==> config.mk <==
export PLATFORM = sky130hd
export DESIGN_NAME = muldiv_ctrl
export DESIGN_NICKNAME = d
export VERILOG_FILES = /design/src/rtl/muldiv_ctrl_pkg.sv /design/src/rtl/muldiv_step.sv /design/src/rtl/muldiv_ctrl.sv
export SDC_FILE = /design/constraint.sdc
export NUM_CORES = 1
export LEC_CHECK = 0
export ABC_AREA = 1
export BUFFER_PORTS_ARGS = -buffer_cell sky130_fd_sc_hd__buf_2
export CAP_MARGIN = 25
export CORE_MARGIN = 2
export CORE_UTILIZATION = 29
export CTS_CLUSTER_SIZE = 30
export DETAILED_ROUTE_END_ITERATION = 8
export GPL_TIMING_DRIVEN = 0
export SLEW_MARGIN = 30
export SYNTH_ARGS = -nofsm -noshare
export SYNTH_HDL_FRONTEND = slang
export SYNTH_SLANG_ARGS = --single-unit
==> constraint.sdc <==
create_clock -name clk -period 2.3 [get_ports clk]
set_input_delay 0.115 -clock clk [delete_from_list [all_inputs] [get_ports clk]]
set_output_delay 0.115 -clock clk [all_outputs]
set_load 0.02 [all_outputs]
==> src/rtl/muldiv_ctrl_pkg.sv <==
// ---------------------------------------------------------------------------
// muldiv_ctrl_pkg
//   Shared control encodings for the HI/LO multiply/divide unit:
//   operation codes presented on the op port and the controller state
//   encoding. Both the controller and its testbench import this package.
// ---------------------------------------------------------------------------
package muldiv_ctrl_pkg;

  // Operation codes on the 3-bit op port. Codes 6 and 7 are reserved and
  // are ignored by the controller.
  localparam logic [2:0] MD_MULT  = 3'd0;
  localparam logic [2:0] MD_MULTU = 3'd1;
  localparam logic [2:0] MD_DIV   = 3'd2;
  localparam logic [2:0] MD_DIVU  = 3'd3;
  localparam logic [2:0] MD_MTHI  = 3'd4;
  localparam logic [2:0] MD_MTLO  = 3'd5;

  // Number of radix-2 iterations for a 32-bit operand.
  localparam int unsigned MD_STEPS = 32;

  // Controller states.
  typedef enum logic [1:0] {
    ST_IDLE = 2'd0,
    ST_RUN  = 2'd1,
    ST_FIX  = 2'd2
  } md_state_e;

  // True for the operations whose operands are two's-complement.
  function automatic logic md_is_signed(input logic [2:0] op);
    return (op == MD_MULT) || (op == MD_DIV);
  endfunction

endpackage

==> src/rtl/muldiv_step.sv <==
// ---------------------------------------------------------------------------
// muldiv_step
//   Purely combinational single radix-2 iteration on the 2*WIDTH-bit working
//   register.
//   Multiply (shift-add): working register holds {partial, multiplier}.
//     If the multiplier LSB is set the multiplicand is added to the upper
//     half, then the whole register (with the carry) shifts right by one.
//   Divide (restoring): working register holds {remainder, dividend/quotient}.
//     The register shifts left by one; if the shifted-up remainder is at
//     least the divisor it is reduced and a 1 quotient bit enters the LSB.
//
// Ports
//   w_i        in  2*WIDTH  current working register
//   operand_i  in  WIDTH    multiplicand (multiply) or divisor (divide)
//   div_mode_i in  1        0 = multiply step, 1 = divide step
//   w_o        out 2*WIDTH  next working register
// ---------------------------------------------------------------------------
module muldiv_step #(
  parameter int WIDTH = 32
) (
  input  logic [2*WIDTH-1:0] w_i,
  input  logic [WIDTH-1:0]   operand_i,
  input  logic               div_mode_i,
  output logic [2*WIDTH-1:0] w_o
);

  logic [WIDTH:0]   mul_sum;
  logic [WIDTH:0]   div_part;
  logic             div_fits;
  logic [WIDTH-1:0] div_rem;

  always_comb begin
    // Multiply: keep the carry-out so the right shift does not lose it.
    mul_sum  = {1'b0, w_i[2*WIDTH-1:WIDTH]}
             + (w_i[0] ? {1'b0, operand_i} : {(WIDTH+1){1'b0}});

    // Divide: remainder after the left shift needs one extra bit.
    div_part = w_i[2*WIDTH-1:WIDTH-1];
    div_fits = (div_part >= {1'b0, operand_i});
    // Only used when div_fits, in which case the result fits in WIDTH bits.
    div_rem  = div_part[WIDTH-1:0] - operand_i;

    w_o = w_i;
    if (div_mode_i) begin
      if (div_fits) begin
        w_o = {div_rem, w_i[WIDTH-2:0], 1'b1};
      end else begin
        w_o = {div_part[WIDTH-1:0], w_i[WIDTH-2:0], 1'b0};
      end
    end else begin
      w_o = {mul_sum, w_i[WIDTH-1:1]};
    end
  end

endmodule

==> src/rtl/muldiv_ctrl.sv <==
// ---------------------------------------------------------------------------
// muldiv_ctrl
//   Iterative HI/LO multiply/divide controller. Signed operations run on
//   operand magnitudes; the sign is restored in a final fix-up cycle.
//   A MULT/DIV started in cycle 0 keeps busy high in cycles 1..33 and
//   commits HI/LO with a done pulse in cycle 34.
//
// Ports
//   clk     in   1      rising-edge clock
//   rst     in   1      synchronous active-high reset, overrides everything
//   start   in   1      launch op (only honoured in IDLE)
//   op      in   3      operation code (see muldiv_ctrl_pkg)
//   A       in   WIDTH  rs operand: multiplicand / dividend / MTHI,MTLO data
//   B       in   WIDTH  rt operand: multiplier / divisor
//   cancel  in   1      flush: aborts an in-flight op, blocks a launch
//   busy    out  1      op in flight (registered)
//   done    out  1      one-cycle pulse on HI/LO commit (or divide by zero)
//   dz      out  1      one-cycle divide-by-zero pulse, with done
//   hi      out  WIDTH  HI register
//   lo      out  WIDTH  LO register
//
// state   | meaning
// --------+-------------------------------------------------------------
// ST_IDLE | waiting for start; MTHI/MTLO and divide-by-zero finish here
// ST_RUN  | 32 radix-2 iterations on the working register
// ST_FIX  | sign correction, HI/LO write, done pulse
// ---------------------------------------------------------------------------
module muldiv_ctrl
  import muldiv_ctrl_pkg::*;
#(
  parameter int WIDTH = 32  // only 32 is supported
) (
  input  logic             clk,
  input  logic             rst,
  input  logic             start,
  input  logic [2:0]       op,
  input  logic [WIDTH-1:0] A,
  input  logic [WIDTH-1:0] B,
  input  logic             cancel,
  output logic             busy,
  output logic             done,
  output logic             dz,
  output logic [WIDTH-1:0] hi,
  output logic [WIDTH-1:0] lo
);

  md_state_e          state_q, state_d;
  logic [4:0]         cnt_q, cnt_d;
  logic [2*WIDTH-1:0] w_q, w_d;
  logic [WIDTH-1:0]   opnd_q, opnd_d;
  logic               div_q, div_d;
  logic               neg_res_q, neg_res_d;
  logic               neg_rem_q, neg_rem_d;
  logic [WIDTH-1:0]   hi_q, hi_d;
  logic [WIDTH-1:0]   lo_q, lo_d;
  logic               busy_q, busy_d;
  logic               done_q, done_d;
  logic               dz_q, dz_d;

  logic [2*WIDTH-1:0] w_step;
  logic               op_signed;
  logic [WIDTH-1:0]   a_abs;
  logic [WIDTH-1:0]   b_abs;
  logic [2*WIDTH-1:0] prod_fix;
  logic [WIDTH-1:0]   quo_fix;
  logic [WIDTH-1:0]   rem_fix;

  muldiv_step #(
    .WIDTH(WIDTH)
  ) u_step (
    .w_i       (w_q),
    .operand_i (opnd_q),
    .div_mode_i(div_q),
    .w_o       (w_step)
  );

  // Operand magnitudes. The most negative value negates to itself, which
  // is exactly its unsigned magnitude, so 0x80000000 needs no special case.
  always_comb begin
    op_signed = md_is_signed(op);
    a_abs     = (op_signed && A[WIDTH-1]) ? -A : A;
    b_abs     = (op_signed && B[WIDTH-1]) ? -B : B;
  end

  // Sign fix-up of the finished working register.
  always_comb begin
    prod_fix = neg_res_q ? -w_q : w_q;
    quo_fix  = neg_res_q ? -w_q[WIDTH-1:0] : w_q[WIDTH-1:0];
    rem_fix  = neg_rem_q ? -w_q[2*WIDTH-1:WIDTH] : w_q[2*WIDTH-1:WIDTH];
  end

  always_comb begin
    state_d   = state_q;
    cnt_d     = cnt_q;
    w_d       = w_q;
    opnd_d    = opnd_q;
    div_d     = div_q;
    neg_res_d = neg_res_q;
    neg_rem_d = neg_rem_q;
    hi_d      = hi_q;
    lo_d      = lo_q;
    done_d    = 1'b0;
    dz_d      = 1'b0;

    unique case (state_q)
      ST_IDLE: begin
        // cancel beats a same-cycle start.
        if (start && !cancel) begin
          case (op)
            MD_MULT, MD_MULTU: begin
              state_d   = ST_RUN;
              cnt_d     = 5'd0;
              div_d     = 1'b0;
              w_d       = {{WIDTH{1'b0}}, b_abs};
              opnd_d    = a_abs;
              neg_res_d = op_signed && (A[WIDTH-1] ^ B[WIDTH-1]);
              neg_rem_d = 1'b0;
            end
            MD_DIV, MD_DIVU: begin
              if (B == '0) begin
                // Divide by zero completes immediately without touching HI/LO.
                done_d = 1'b1;
                dz_d   = 1'b1;
              end else begin
                state_d   = ST_RUN;
                cnt_d     = 5'd0;
                div_d     = 1'b1;
                w_d       = {{WIDTH{1'b0}}, a_abs};
                opnd_d    = b_abs;
                neg_res_d = op_signed && (A[WIDTH-1] ^ B[WIDTH-1]);
                // Remainder follows the dividend's sign.
                neg_rem_d = op_signed && A[WIDTH-1];
              end
            end
            MD_MTHI: hi_d = A;
            MD_MTLO: lo_d = A;
            default: ;
          endcase
        end
      end

      ST_RUN: begin
        if (cancel) begin
          state_d = ST_IDLE;
        end else begin
          w_d   = w_step;
          cnt_d = cnt_q + 5'd1;
          if (cnt_q == 5'(MD_STEPS - 1)) begin
            state_d = ST_FIX;
          end
        end
      end

      ST_FIX: begin
        state_d = ST_IDLE;
        if (!cancel) begin
          done_d = 1'b1;
          if (div_q) begin
            hi_d = rem_fix;
            lo_d = quo_fix;
          end else begin
            hi_d = prod_fix[2*WIDTH-1:WIDTH];
            lo_d = prod_fix[WIDTH-1:0];
          end
        end
      end

      default: state_d = ST_IDLE;
    endcase

    busy_d = (state_d != ST_IDLE);
  end

  always_ff @(posedge clk) begin
    if (rst) begin
      state_q   <= ST_IDLE;
      cnt_q     <= 5'd0;
      w_q       <= '0;
      opnd_q    <= '0;
      div_q     <= 1'b0;
      neg_res_q <= 1'b0;
      neg_rem_q <= 1'b0;
      hi_q      <= '0;
      lo_q      <= '0;
      busy_q    <= 1'b0;
      done_q    <= 1'b0;
      dz_q      <= 1'b0;
    end else begin
      state_q   <= state_d;
      cnt_q     <= cnt_d;
      w_q       <= w_d;
      opnd_q    <= opnd_d;
      div_q     <= div_d;
      neg_res_q <= neg_res_d;
      neg_rem_q <= neg_rem_d;
      hi_q      <= hi_d;
      lo_q      <= lo_d;
      busy_q    <= busy_d;
      done_q    <= done_d;
      dz_q      <= dz_d;
    end
  end

  assign busy = busy_q;
  assign done = done_q;
  assign dz   = dz_q;
  assign hi   = hi_q;
  assign lo   = lo_q;

endmodule

==> metrics.cfg <==
[cts]
max-clock-path-buffers = 2
root_buffer = sky130_fd_sc_hd__clkbuf_16
cts.sink_count = 173
clock_tree_from_tritoncts = built
clkTransAtPathRegs_ps = 70
h-tree-depth = 4
later_pin_clock_latency_in_the_skew_report_ps = 480
cts_buffers = 17

[sta]
setup_viol_count_final = 27
holdWs_ps = 14.4
min_period_ps = 2460
fin_worst_skew_ps = 16.8
final-hold-violation-count = 0
postLayoutSetupSlackWorst_ps = -164
finalCritPeriodShare = 1.07
tightest_slew_ps = 1010
max_freq_ghz = 0.406
max-slew-margin-rel = 0.325
rsz_0062_raised_after_global_routing = true
finalMaxSlewViolations = 0

[power_and_ir_drop]
vdd_drop_max_uv = 520
report.power.total_mw = 9.90
p_leak_nw = 11.6
pwr_density_cell_nw_per_um2 = 415

[critical_path]
worstReg2RegStart = w_q[0]
crit_fanout = 10
worstPathArrival_ps = 2790
timing.critical_path.mode_cell = sky130_fd_sc_hd__nand2_1
cp_slowest_cell = sky130_fd_sc_hd__dfxtp_2
worstPathCellList = buf_12, buf_8, nand2_1, inv_2, ha_4, nand2_1, nand2_1, nand2_1, nand2_1, o21bai_1, nor2_1, buf_4, a21oi_4, nor2_4, nor2_2, nand2_1, a21oi_1
slowest_delay_ps = 340
timing.setup.critical_path_class = reg2reg
crit_required_ps = 2630
timing.critical_path.from_type = flip-flop
critical_path.endpoint_type = flip-flop
worstSetupStartpoint = w_q[0]

[finish]
finalNetCount = 3723
mostFrequentLayoutCell = sky130_fd_sc_hd__nand2_1
area_of_all_placed_cells_without_fillers_um2 = 23900
mostFrequentLayoutCells = sky130_fd_sc_hd__nand2_1, sky130_fd_sc_hd__inv_1, sky130_fd_sc_hd__nor2_1
drive_above_1_share = 0.243
syn_to_final_growth_pct = 32.0
layout.cells.non_filler = 4430

[route]
drt.antenna.violating_nets = 0
vias_per_cell = 5.52
first_iter_violations = 3327
wl_per_cell_um = 21.9
drcViolationCount = 0
wirelength_mm = 97.1
detailroute.via_count = 24500
detailedRoute.firstPassIterationCount = 6

[status]
violations = setup timing
status = complete, but fails checks

[die]
rows = 91
die-area_um2 = 64300
core_region_area_um2 = 61700
die_x_um = 254
floorplan.initialDensity = 0.293
dieHeight_um = 254
io-pin-count = 138

[logic_synthesis]
synth-edff-count = 0
yosysWarningCount = 0
synth_seq_cells = 173
proportion_of_synthesized_flip_flops_having_asynchronous_set_or_reset = 0
syn-cell-area_um2 = 18100
synth.distinct_cells = 48
ys.flop_type = sky130_fd_sc_hd__dfxtp_1
yosysTopAreaCellShare = 0.202
postSynthCellCount = 3329
synth_top_area_cell = sky130_fd_sc_hd__nand2_1
total_nets_after_synthesis = 3472
seq_area_frac_synth = 0.192
synthesis.area_per_instance_um2 = 5.43
synth_top_cells_by_area = sky130_fd_sc_hd__nand2_1, sky130_fd_sc_hd__dfxtp_1, sky130_fd_sc_hd__inv_1

[grt]
grt_util_all_layers = 0.286
grt_start_max_net_pins = 17
antenna_found_initial = 1
grt_pass1_vias = 21000
grt.overflow.total = 0
grt_pass1_wl_mm = 136

[placed_design]
dp.final_hpwl_mm = 76.4
dpl_worst_slack_ps = -801
post_dp_cell_area_um2 = 19800
port-buffer-count = 136
gp_congestion = 1.05
dp_cells = 4302

[worst_hold_path]
worstHoldPathType = in2reg
worst_hold_startpoint = B[31]

[run]
cap_violations = 0

## worst paths after layout
kind | depth (start not counted) | slack (ps) | endpoint
setup / recovery | 17 | -160 | w_q[58]
hold / removal | 3 | 10 | opnd_q[31]
setup reg to reg | 17 | -160 | w_q[58]
hold reg to reg | 2 | 480 | cnt_q[4]
## kinds of logic after synthesis
logic type | Yosys count | synth area share
and+or+nand+nor | 1864 | 0.432
buffers and inverters | 590 | 0.129
AOI/OAI and AO/OA | 568 | 0.167
DFF | 173 | 0.192
adders and majority gates | 72 | 0.0507
xor gates and xnor gates | 62 | 0.0300
## metal layers
layer	routed length, um	vias up	global-route usage	part of all wire
met5	0	-	0	0
met4	5740	0	0.151	0.059
met3	11400	287	0.0533	0.12
met2	40200	1560	0.413	0.41
met1	39900	11400	0.401	0.41
li1	-	11200	-	-
## cell usage after synthesis, types with 12 or more instances
cell and count:
sky130_fd_sc_hd__buf_1 12, sky130_fd_sc_hd__nand3_1 321, sky130_fd_sc_hd__a21oi_1 234, sky130_fd_sc_hd__buf_2 20, sky130_fd_sc_hd__nor2_1 416, sky130_fd_sc_hd__o211ai_1 19, sky130_fd_sc_hd__o21ai_0 226, sky130_fd_sc_hd__ha_1 70
sky130_fd_sc_hd__clkbuf_1 77, sky130_fd_sc_hd__inv_1 456, sky130_fd_sc_hd__a31oi_1 38, sky130_fd_sc_hd__dfxtp_1 173, sky130_fd_sc_hd__nor3_1 37, sky130_fd_sc_hd__nand3b_1 17, sky130_fd_sc_hd__nand4_1 52, sky130_fd_sc_hd__o21ai_1 19
sky130_fd_sc_hd__xnor2_1 14, sky130_fd_sc_hd__nand2_1 973, sky130_fd_sc_hd__xor2_1 48
## final cells by class
type | count | area, um2
antenna | 1 | 2.50
buffer | 122 | 698
clock buffer | 18 | 439
clock inverter | 13 | 133
fill | 6856 | 37900
inverter | 467 | 1790
multi-input combinational | 2566 | 14600
sequential | 173 | 3650
tap | 837 | 1050
timing repair buffer | 233 | 1540
## what timing repair did
action	4_1_cts	5_1_grt
gates resized for setup	309	450
pin swaps	16	130
hold buffers	2	0
setup buffers	19	74
setup endpoints to repair	123	112
gates cloned	0	3
hold endpoints to repair	2	0
## sequential cells by signal, summed over array words and instances, names as in the netlist
signal,flops
busy,1
done,1
div_q,1
cnt_q,5
w_q,64
lo,32
neg_rem_q,1
opnd_q,32
neg_res_q,1
dz,1
hi,32
state_q,2
## per-stage QoR
| step | utilization | setup TNS, ps |
|---|---|---|
| global route | 0.387 | -4620 |
| detailed placement | 0.321 | -37560 |
| global placement | 0.321 | -39730 |
| floorplan | - | 0 |
| CTS | 0.350 | -2820 |
| finish | 0.387 | -1770 |
## worst max-delay path: cells and delay by family, from the launching register on
kind | cells | cell delay (ps)
AOI/OAI and AO/OA | 3 | 290
adders and majority gates | 1 | 250
buffers and inverters | 4 | 580
DFF | 1 | 340
and+or+nand+nor | 9 | 860
## power breakdown
| group | switching (mW) | internal, mW | total [mW] |
|---|---|---|---|
| Clock | 1.49 | 1.54 | 3.03 |
| Sequential | 0.146 | 3.05 | 3.20 |
| Combinational | 2.45 | 1.22 | 3.67 |
(Power assumes the default switching activity.)
